--- src/rtl/cpu_pkg.sv ---
// Shared CPU definitions: PC next-select codes, direct-source codes and
// the fetch sequencer state encoding.
package cpu_pkg;

    // PC register next-value select
    localparam logic [1:0] PCM_HOLD   = 2'b00;
    localparam logic [1:0] PCM_DIRECT = 2'b01;
    localparam logic [1:0] PCM_INC    = 2'b10;
    localparam logic [1:0] PCM_ZERO   = 2'b11;

    // Source for a direct PC load
    localparam logic [1:0] DIR_RESULT = 2'b00;
    localparam logic [1:0] DIR_IMM    = 2'b01;
    localparam logic [1:0] DIR_REG    = 2'b10;
    localparam logic [1:0] DIR_ZERO   = 2'b11;

    typedef enum logic [2:0] {
        ST_INIT  = 3'd0,
        ST_FETCH = 3'd1,
        ST_HOLD  = 3'd2,
        ST_REDIR = 3'd3,
        ST_HALT  = 3'd4,
        ST_FAULT = 3'd5
    } fetch_state_t;

endpackage

--- src/rtl/fetch_timeout_cnt.sv ---
// Up-counter of cycles spent waiting for an instruction-memory ack.
// term is raised while the count sits on TERM_CNT-1, i.e. during the
// TERM_CNT-th consecutive waiting cycle.
module fetch_timeout_cnt #(
    parameter int CNT_W    = 8,
    parameter int TERM_CNT = 15
) (
    input  logic             clk,
    input  logic             reset,
    input  logic             clr,
    input  logic             en,
    output logic [CNT_W-1:0] count,
    output logic             term
);

    localparam logic [CNT_W-1:0] TERM_VAL = CNT_W'(TERM_CNT - 1);

    // Count enabled cycles; clear wins over enable
    always_ff @(posedge clk or posedge reset) begin
        if (reset) begin
            count <= '0;
        end else if (clr) begin
            count <= '0;
        end else if (en) begin
            count <= count + 1'b1;
        end
    end

    // Terminal flag on the last permitted waiting cycle
    always_comb begin
        term = (count == TERM_VAL);
    end

endmodule

--- src/rtl/fetch_seq.sv ---
// Fetch sequencer: steers the PC register, runs the imem req/ack
// handshake, holds the fetched word for decode, and handles redirects,
// halt/resume and fetch timeouts.
module fetch_seq
    import cpu_pkg::*;
#(
    parameter int PC_W        = 10,
    parameter int ACK_TIMEOUT = 15
) (
    input  logic            clk,
    input  logic            reset,
    input  logic [PC_W-1:0] pc,
    output logic [1:0]      pc_mux,
    output logic [1:0]      pc_direct_ch,
    output logic            imem_req,
    input  logic            imem_ack,
    input  logic [15:0]     imem_rdata,
    output logic [15:0]     instr,
    output logic            instr_valid,
    input  logic            instr_ready,
    input  logic            redir_valid,
    input  logic [1:0]      redir_src,
    output logic            flush,
    input  logic            halt_req,
    input  logic            resume,
    output logic            halted,
    output logic            fault,
    output logic [PC_W-1:0] fault_pc
);

    fetch_state_t state, state_next;

    logic       load_instr;
    logic       drop_valid;
    logic       capture_fault;
    logic       cnt_clr;
    logic       cnt_en;
    logic       cnt_term;
    logic [7:0] cnt_value;

    fetch_timeout_cnt #(
        .CNT_W    (8),
        .TERM_CNT (ACK_TIMEOUT)
    ) u_timeout (
        .clk   (clk),
        .reset (reset),
        .clr   (cnt_clr),
        .en    (cnt_en),
        .count (cnt_value),
        .term  (cnt_term)
    );

    // State register; reset lands in INIT so imem_req drops immediately
    always_ff @(posedge clk or posedge reset) begin
        if (reset) begin
            state <= ST_INIT;
        end else begin
            state <= state_next;
        end
    end

    // Next-state and PC/memory control decode
    always_comb begin
        state_next    = state;
        pc_mux        = PCM_HOLD;
        pc_direct_ch  = DIR_RESULT;
        imem_req      = 1'b0;
        flush         = 1'b0;
        load_instr    = 1'b0;
        drop_valid    = 1'b0;
        capture_fault = 1'b0;
        halted        = 1'b0;
        fault         = 1'b0;

        case (state)
            ST_INIT: begin
                pc_mux     = PCM_ZERO;
                state_next = ST_FETCH;
            end
            ST_FETCH: begin
                imem_req = 1'b1;
                if (redir_valid) begin
                    // A concurrent ack belongs to the squashed path
                    pc_mux       = PCM_DIRECT;
                    pc_direct_ch = redir_src;
                    flush        = 1'b1;
                    state_next   = ST_REDIR;
                end else if (imem_ack) begin
                    load_instr = 1'b1;
                    pc_mux     = PCM_INC;
                    state_next = ST_HOLD;
                end else if (halt_req) begin
                    state_next = ST_HALT;
                end else if (cnt_term) begin
                    capture_fault = 1'b1;
                    state_next    = ST_FAULT;
                end
            end
            ST_HOLD: begin
                if (redir_valid) begin
                    pc_mux       = PCM_DIRECT;
                    pc_direct_ch = redir_src;
                    flush        = 1'b1;
                    drop_valid   = 1'b1;
                    state_next   = ST_REDIR;
                end else if (instr_valid && instr_ready) begin
                    drop_valid = 1'b1;
                    state_next = halt_req ? ST_HALT : ST_FETCH;
                end
            end
            ST_REDIR: begin
                state_next = halt_req ? ST_HALT : ST_FETCH;
            end
            ST_HALT: begin
                halted = 1'b1;
                if (redir_valid) begin
                    // Debug set-PC path: nothing younger to flush
                    pc_mux       = PCM_DIRECT;
                    pc_direct_ch = redir_src;
                end
                if (resume && !halt_req) begin
                    state_next = ST_FETCH;
                end
            end
            ST_FAULT: begin
                fault = 1'b1;
            end
            default: begin
                state_next = ST_INIT;
            end
        endcase

        cnt_en  = (state == ST_FETCH);
        cnt_clr = (state_next != ST_FETCH);
    end

    // Instruction holding register and its valid flag
    always_ff @(posedge clk or posedge reset) begin
        if (reset) begin
            instr       <= '0;
            instr_valid <= 1'b0;
        end else if (load_instr) begin
            instr       <= imem_rdata;
            instr_valid <= 1'b1;
        end else if (drop_valid) begin
            instr_valid <= 1'b0;
        end
    end

    // PC of the fetch that timed out
    always_ff @(posedge clk or posedge reset) begin
        if (reset) begin
            fault_pc <= '0;
        end else if (capture_fault) begin
            fault_pc <= pc;
        end
    end

endmodule

--- config.mk ---
export PLATFORM = sky130hd
export DESIGN_NAME = fetch_seq
export DESIGN_NICKNAME = d
export VERILOG_FILES = /design/src/rtl/cpu_pkg.sv /design/src/rtl/fetch_timeout_cnt.sv /design/src/rtl/fetch_seq.sv
export SDC_FILE = /design/constraint.sdc
export NUM_CORES = 1
export LEC_CHECK = 0
export ABC_AREA = 1
export BUFFER_PORTS_ARGS = -buffer_cell sky130_fd_sc_hd__buf_2
export CORE_MARGIN = 2
export CORE_UTILIZATION = 46
export DETAILED_ROUTE_END_ITERATION = 12
export PLACE_DENSITY = 0.73
export SYNTH_ARGS = -nofsm -noshare
export SYNTH_HDL_FRONTEND = slang
export SYNTH_HIERARCHICAL = 1
export SYNTH_SLANG_ARGS = --single-unit
--- constraint.sdc ---
create_clock -name clk -period 3.65 [get_ports clk]
set_clock_uncertainty 0.15 [all_clocks]
set_input_delay 0.1825 -clock clk [delete_from_list [all_inputs] [get_ports clk]]
set_output_delay 0.1825 -clock clk [all_outputs]
set_load 0.05 [all_outputs]
Word-level counts from Yosys, hierarchy flattened
Index checks and enable logic that the tools add are counted.
{"block": "totals", "regBits": 38, "in_bits": 35, "out_inout_bits": 35, "word_cells": 57}
{"block": "op_classes", "n_addsub": 1, "eq_ne": 7, "n_mux": 35, "reduce_logical": 9}
{"operator": "$mux W3", "n": 8}
{"operator": "$mux W1", "n": 19}
{"operator": "$pmux W3 S6", "n": 1}
{"operator": "$mux W8", "n": 2}
{"operator": "$add A8 B1 Y8 const B", "n": 1}
{"operator": "$eq A8 B4 Y1 const B", "n": 1}
{"operator": "$mux W2", "n": 4}
{"operator": "$eq A3 B2 Y1 const B", "n": 2}
{"operator": "$eq A3 B3 Y1 const B", "n": 2}
{"operator": "$pmux W2 S3", "n": 1}
{"operator": "$reduce_bool A2 Y1", "n": 2}
{"operator": "$reduce_or A2 Y1", "n": 2}
{"operator": "$eq A3 B1 Y1 const B", "n": 1}
{"operator": "$logic_not A3 Y1", "n": 1}
{"operator": "$ne A3 B1 Y1 const B", "n": 1}
{"operator": "$reduce_or A3 Y1", "n": 1}
{"operator": "$logic_and A1 B1 Y1", "n": 2}
{"operator": "$logic_not A1 Y1", "n": 1}

Longest topological paths before layout
{"block": "logic_depth", "depth_word": 8, "depth_mapped": 16, "ltp_nobuf": 16}

Hierarchy
The synthesis kept the hierarchy.
{"module": "fetch_seq", "n_inst": 1, "cells_per_inst": 182, "area_each_um2": 1516.5, "seq_area_each_um2": 750.7}
{"module": "fetch_timeout_cnt", "n_inst": 1, "cells_per_inst": 68, "area_each_um2": 498.0, "seq_area_each_um2": 200.2}

Worst setup path after synthesis
OpenSTA, ideal clock, no wires.
{"block": "synth_path", "path_kind": "register to register", "from": "reg u_timeout.count[0]", "to": "reg u_timeout.count[3]", "setup_ps": 123, "arrival_time_ps": 1872, "required_time_ps": 3377, "path_slack_ps": 1506, "path_stages_with_launch": 14, "n_path_buf": 0, "period_less_slack_ps": 2144, "path_cell_list": "dfrtp_1 inv_1 ha_1 nand2_1 nor3_1 o21ai_0 a21oi_1 nor2_1 nand2_1 nand3_1 nor2_4 nor2_1 o21ai_0 nor2_1"}
{"block": "synth_between", "elab_chain_len": 8, "elab_cells_between_ends": 11, "classes_between": "add/sub (1); eq/ne (2); mux (7); reduce/logical (1)"}
{"item": "start: declaration", "line_no": "fetch_timeout_cnt.sv:12", "source": "output logic [CNT_W-1:0] count,"}
{"item": "start signal: assignment", "line_no": "fetch_timeout_cnt.sv:25", "source": "count <= count + 1'b1;"}
{"item": "$eq A8 B4 Y1 *", "line_no": "fetch_timeout_cnt.sv:31", "source": "term = (count == TERM_VAL);"}
{"item": "net cnt_term", "line_no": "fetch_seq.sv:38", "source": "logic cnt_term;"}
{"item": "$mux W3 *", "line_no": "fetch_seq.sv:94", "source": "end else if (cnt_term) begin"}
{"item": "$mux W3 *", "line_no": "fetch_seq.sv:92", "source": "end else if (halt_req) begin"}
{"item": "$mux W3 *", "line_no": "fetch_seq.sv:88", "source": "end else if (imem_ack) begin"}
{"item": "$mux W3 *", "line_no": "fetch_seq.sv:82", "source": "if (redir_valid) begin"}
{"item": "$pmux W3 S6 *", "line_no": "fetch_seq.sv:75", "source": "case (state)"}
{"item": "net state_next[0]", "line_no": "fetch_seq.sv:31", "source": "fetch_state_t state, state_next;"}
{"item": "$ne A3 B1 Y1 *", "line_no": "fetch_seq.sv:134", "source": "cnt_clr = (state_next != ST_FETCH);"}
{"item": "net cnt_clr", "line_no": "fetch_seq.sv:36", "source": "logic cnt_clr;"}
{"item": "$mux W8 / $reduce_bool A2 Y1 (equally long branches)"}
The timed path passes the listed nets; every way through them passes the cells marked *. The select of a mux whose other input is x is not followed.
A chain may end at the register's enable or synchronous reset.

Final worst setup path
{"block": "layout_path", "from": "reg state[1]", "to": "out pc_mux[1]"}
{"block": "layout_between", "elab_chain_len": 3, "elab_cells_between_ends": 6, "classes_between": "eq/ne (3); mux (1); reduce/logical (2)"}
{"item": "start: declaration", "line_no": "fetch_seq.sv:31"}
{"item": "start signal: assignment", "line_no": "fetch_seq.sv:58", "source": "state <= state_next;"}
{"item": "$eq A3 B3 Y1 / $eq A3 B2 Y1 (equally long branches)", "line_no": "fetch_seq.sv:75"}
{"item": "$reduce_or A2 Y1 (no line)"}
{"item": "$pmux W2 S3 *", "line_no": "fetch_seq.sv:75"}
{"item": "end: declaration", "line_no": "fetch_seq.sv:13", "source": "output logic [1:0] pc_mux,"}
Mark *: on every way between the ends. The rest lies on a longest branch, timed or not.

==> flow_metrics.tcl <==
set metrics [dict create \
    cp_max_fo 34 \
    hp-class "input pin to flip-flop" \
    p_total_w 0.002077 \
    hpwl_um 3237 \
    rows 24 \
    die_h_um 70.18 \
    insertion_delay_ps 290 \
    drc 0 \
    seqPwrFrac_pct 29.5 \
    worst_setup_hold_path_clk_slew_ps 70 \
    setup_viol 0 \
    fin_area_um2 2755 \
    cts_made_buffers 5 \
    synth-edff-count 0 \
    dieArea_um2 4925 \
    coreArea_um2 4294 \
    grt_max_degree 35 \
    ios 70 \
    hold_violations 0 \
    async_flop_share_pct 100.0 \
    fmax_mhz 413.5 \
    final_max_slew_viol_count 0 \
    wl_met3_um 255 \
    area_growth_pct 36.77 \
    startpoint "state[1]" \
    root_buffer "clkbuf_8" \
    ys_top_cells_by_count "nand2_1, inv_1, dfrtp_1, nand3_1" \
    post_cts_buffers 0 \
    wl_met2_um 2346 \
    gp_congestion 0.8214 \
    synth_ff_type "dfrtp_1" \
    tightest_slew_ps 479.6 \
    min_period_over_period_pct 66.25 \
    clock_sinks 38 \
    via_per_inst 4.693 \
    post-route-min-period_ps 2418 \
    overflow 0 \
    post_cts_resized 0 \
    wl_met1_um 2059 \
    synth_top_area_cell "dfrtp_1" \
    status "complete, no violations" \
    drive_gt1_share_pct 30.95 \
    final_nets 385 \
    seq_area_frac_synth_pct 47.20 \
    p_comb_share_pct 53.7 \
    hold_buffers 26 \
    intPower_w 0.001007 \
    hold_depth 3 \
    portBuffers 69 \
    grt_pass1_wl_um 8045 \
    synth_most_common_cell "nand2_1" \
    drt_first_pass_iters 4 \
    max_cap_viol_count 0 \
    htreeDepth 2 \
    ir_drop_mv 0.3421 \
    synthTopCellsByArea "dfrtp_1, nand2_1, inv_1" \
    sw_frac_of_total_pct 51.52 \
    r2r-start "u_timeout/count[0]" \
    end_kind "primary output" \
    drtAntennaViolNets 0 \
    power.switching_w 0.001070 \
    antenna_found_initial 0 \
    clockPowerShare_pct 16.8 \
    wire_per_inst_um 11.93 \
    vias 1882 \
    hold_path.startpoint "pc[3]" \
    drtIter0Drc 70 \
    postSynthAreaPerCell_um2 8.058 \
    wl_um 4785 \
    cts_tree "yes" \
    synth_cells 250 \
    highest_layer "met4" \
    initial_core_util_pct 46.91 \
    grt_usage_pct 20.59 \
    hold_path_end "fault_pc[3]" \
    cp.required_ps 3320 \
    placed_cell_area_um2 2389 \
    p_leak_nw 1.588 \
    rsz0062_at_grt "false" \
    ff2ff_path_depth 13 \
    synth-seq-cells 38 \
    clk_path_buf_depth 2 \
    arrival_ps 2090 \
    syn_area_um2 2014 \
    die-width_um 70.18 \
    powerDensity_nw_per_um2 753.8 \
    worstSetupStartpointType "flip-flop" \
    critPathKind "flip-flop to primary output" \
    grt_pass1_vias 1812 \
    r2r_slack_ps 1270 \
    relSlewSlack_pct 68.03 \
    r2r_end "u_timeout/count[3]" \
    synth.top_cell.area_share_pct 47.20 \
    ys_types 24 \
    finalSetupTns_ps 0 \
    ys_warn_count 6 \
    antenna_cells 0 \
    syn-num-nets 287 \
]
cells by family (layout without fill, tap and decap cells):
kind of cell	Yosys count	in the layout	synth area share, %
AOI/OAI and AO/OA	29	29	10.37
adders and majority gates	2	2	1.242
DFF	38	38	47.20
buffers and inverters	53	152	11.55
and+or+nand+nor	128	128	29.63
power groups by stage:
stage	Combinational, W	Sequential (W)	Clock (W)
2_1_floorplan	0.000582	0.000908	0
3_3_place_gp	0.00108	0.000615	0
3_5_place_dp	0.00109	0.000619	0
4_1_cts	0.00111	0.000611	0.000355
5_1_grt	0.00119	0.000625	0.000373
6_report	0.00112	0.000612	0.000350
worst max-delay path, stage by stage, from the launching register on:
cell,delay (ps)
dfrtp_1,520
nor2_4,220
nand2_4,90
inv_6,150
nand3_4,380
nand2_1,150
buf_2,280
layout by cell type, fill, tap and decap left out:
master	Yosys	final
inv_1	44	44
clkbuf_1	0	2
ha_1	2	2
inv_2	2	2
dlygate4sd3_1	0	26
buf_2	2	69
a31oi_1	1	1
nor3_1	2	2
clkbuf_8	0	5
inv_6	1	1
nand2_1	72	72
o211ai_1	1	1
nand2_4	1	1
nand4_1	3	3
nor3b_1	1	1
nor2_4	5	5
nand3_4	1	1
a21oi_1	4	4
nor3_2	1	1
buf_4	1	2
o21ai_2	16	16
nand2_2	4	4
o21ai_0	7	7
dfrtp_1	38	38
nand3_1	22	22
nor2_1	16	16
bufinv_16	0	1
worst max path at each step:
stage | end | slack [ps]
6_report | pc_mux[1] | 1230
5_1_grt | u_timeout/count[5] | 910
4_1_cts | pc_mux[1] | 1240
3_5_place_dp | u_timeout/count[2] | 1280
3_3_place_gp | u_timeout/count[2] | 1310
2_1_floorplan | u_timeout/count[3] | 1510
layer usage:
layer,global-route usage [%],vias to the layer above
met2,35.13,56
met5,0,-
met4,8.547,0
met3,4.762,13
li1,-,962
met1,25.02,851
layout make-up:
cell class / instances / area (um2)
tap: 52 / 65.06
inverter: 47 / 181.4
clock buffer: 7 / 76.32
clock inverter: 1 / 30.03
multi-input combinational: 159 / 830.8
fill: 356 / 1539
timing repair buffer: 97 / 620.6
sequential: 38 / 950.9
registers in the layout, indices dropped and copies added (netlist names):
name and cells:
instr 16, fault_pc 10, u_timeout/count 8, state 3, instr_valid 1
stage by stage:
step	hold slack (ps)	std cells	setup slack, ps	util, %
2_1_floorplan	-151.8	250	1506	-
3_3_place_gp	-108.0	367	1313	55.62
3_5_place_dp	-106.5	367	1278	55.62
4_1_cts	2.358	401	1240	64.16
5_1_grt	16.82	401	913.8	64.16
6_report	11.53	401	1232	64.16
No activity file was read; power rests on OpenSTA's default activity.
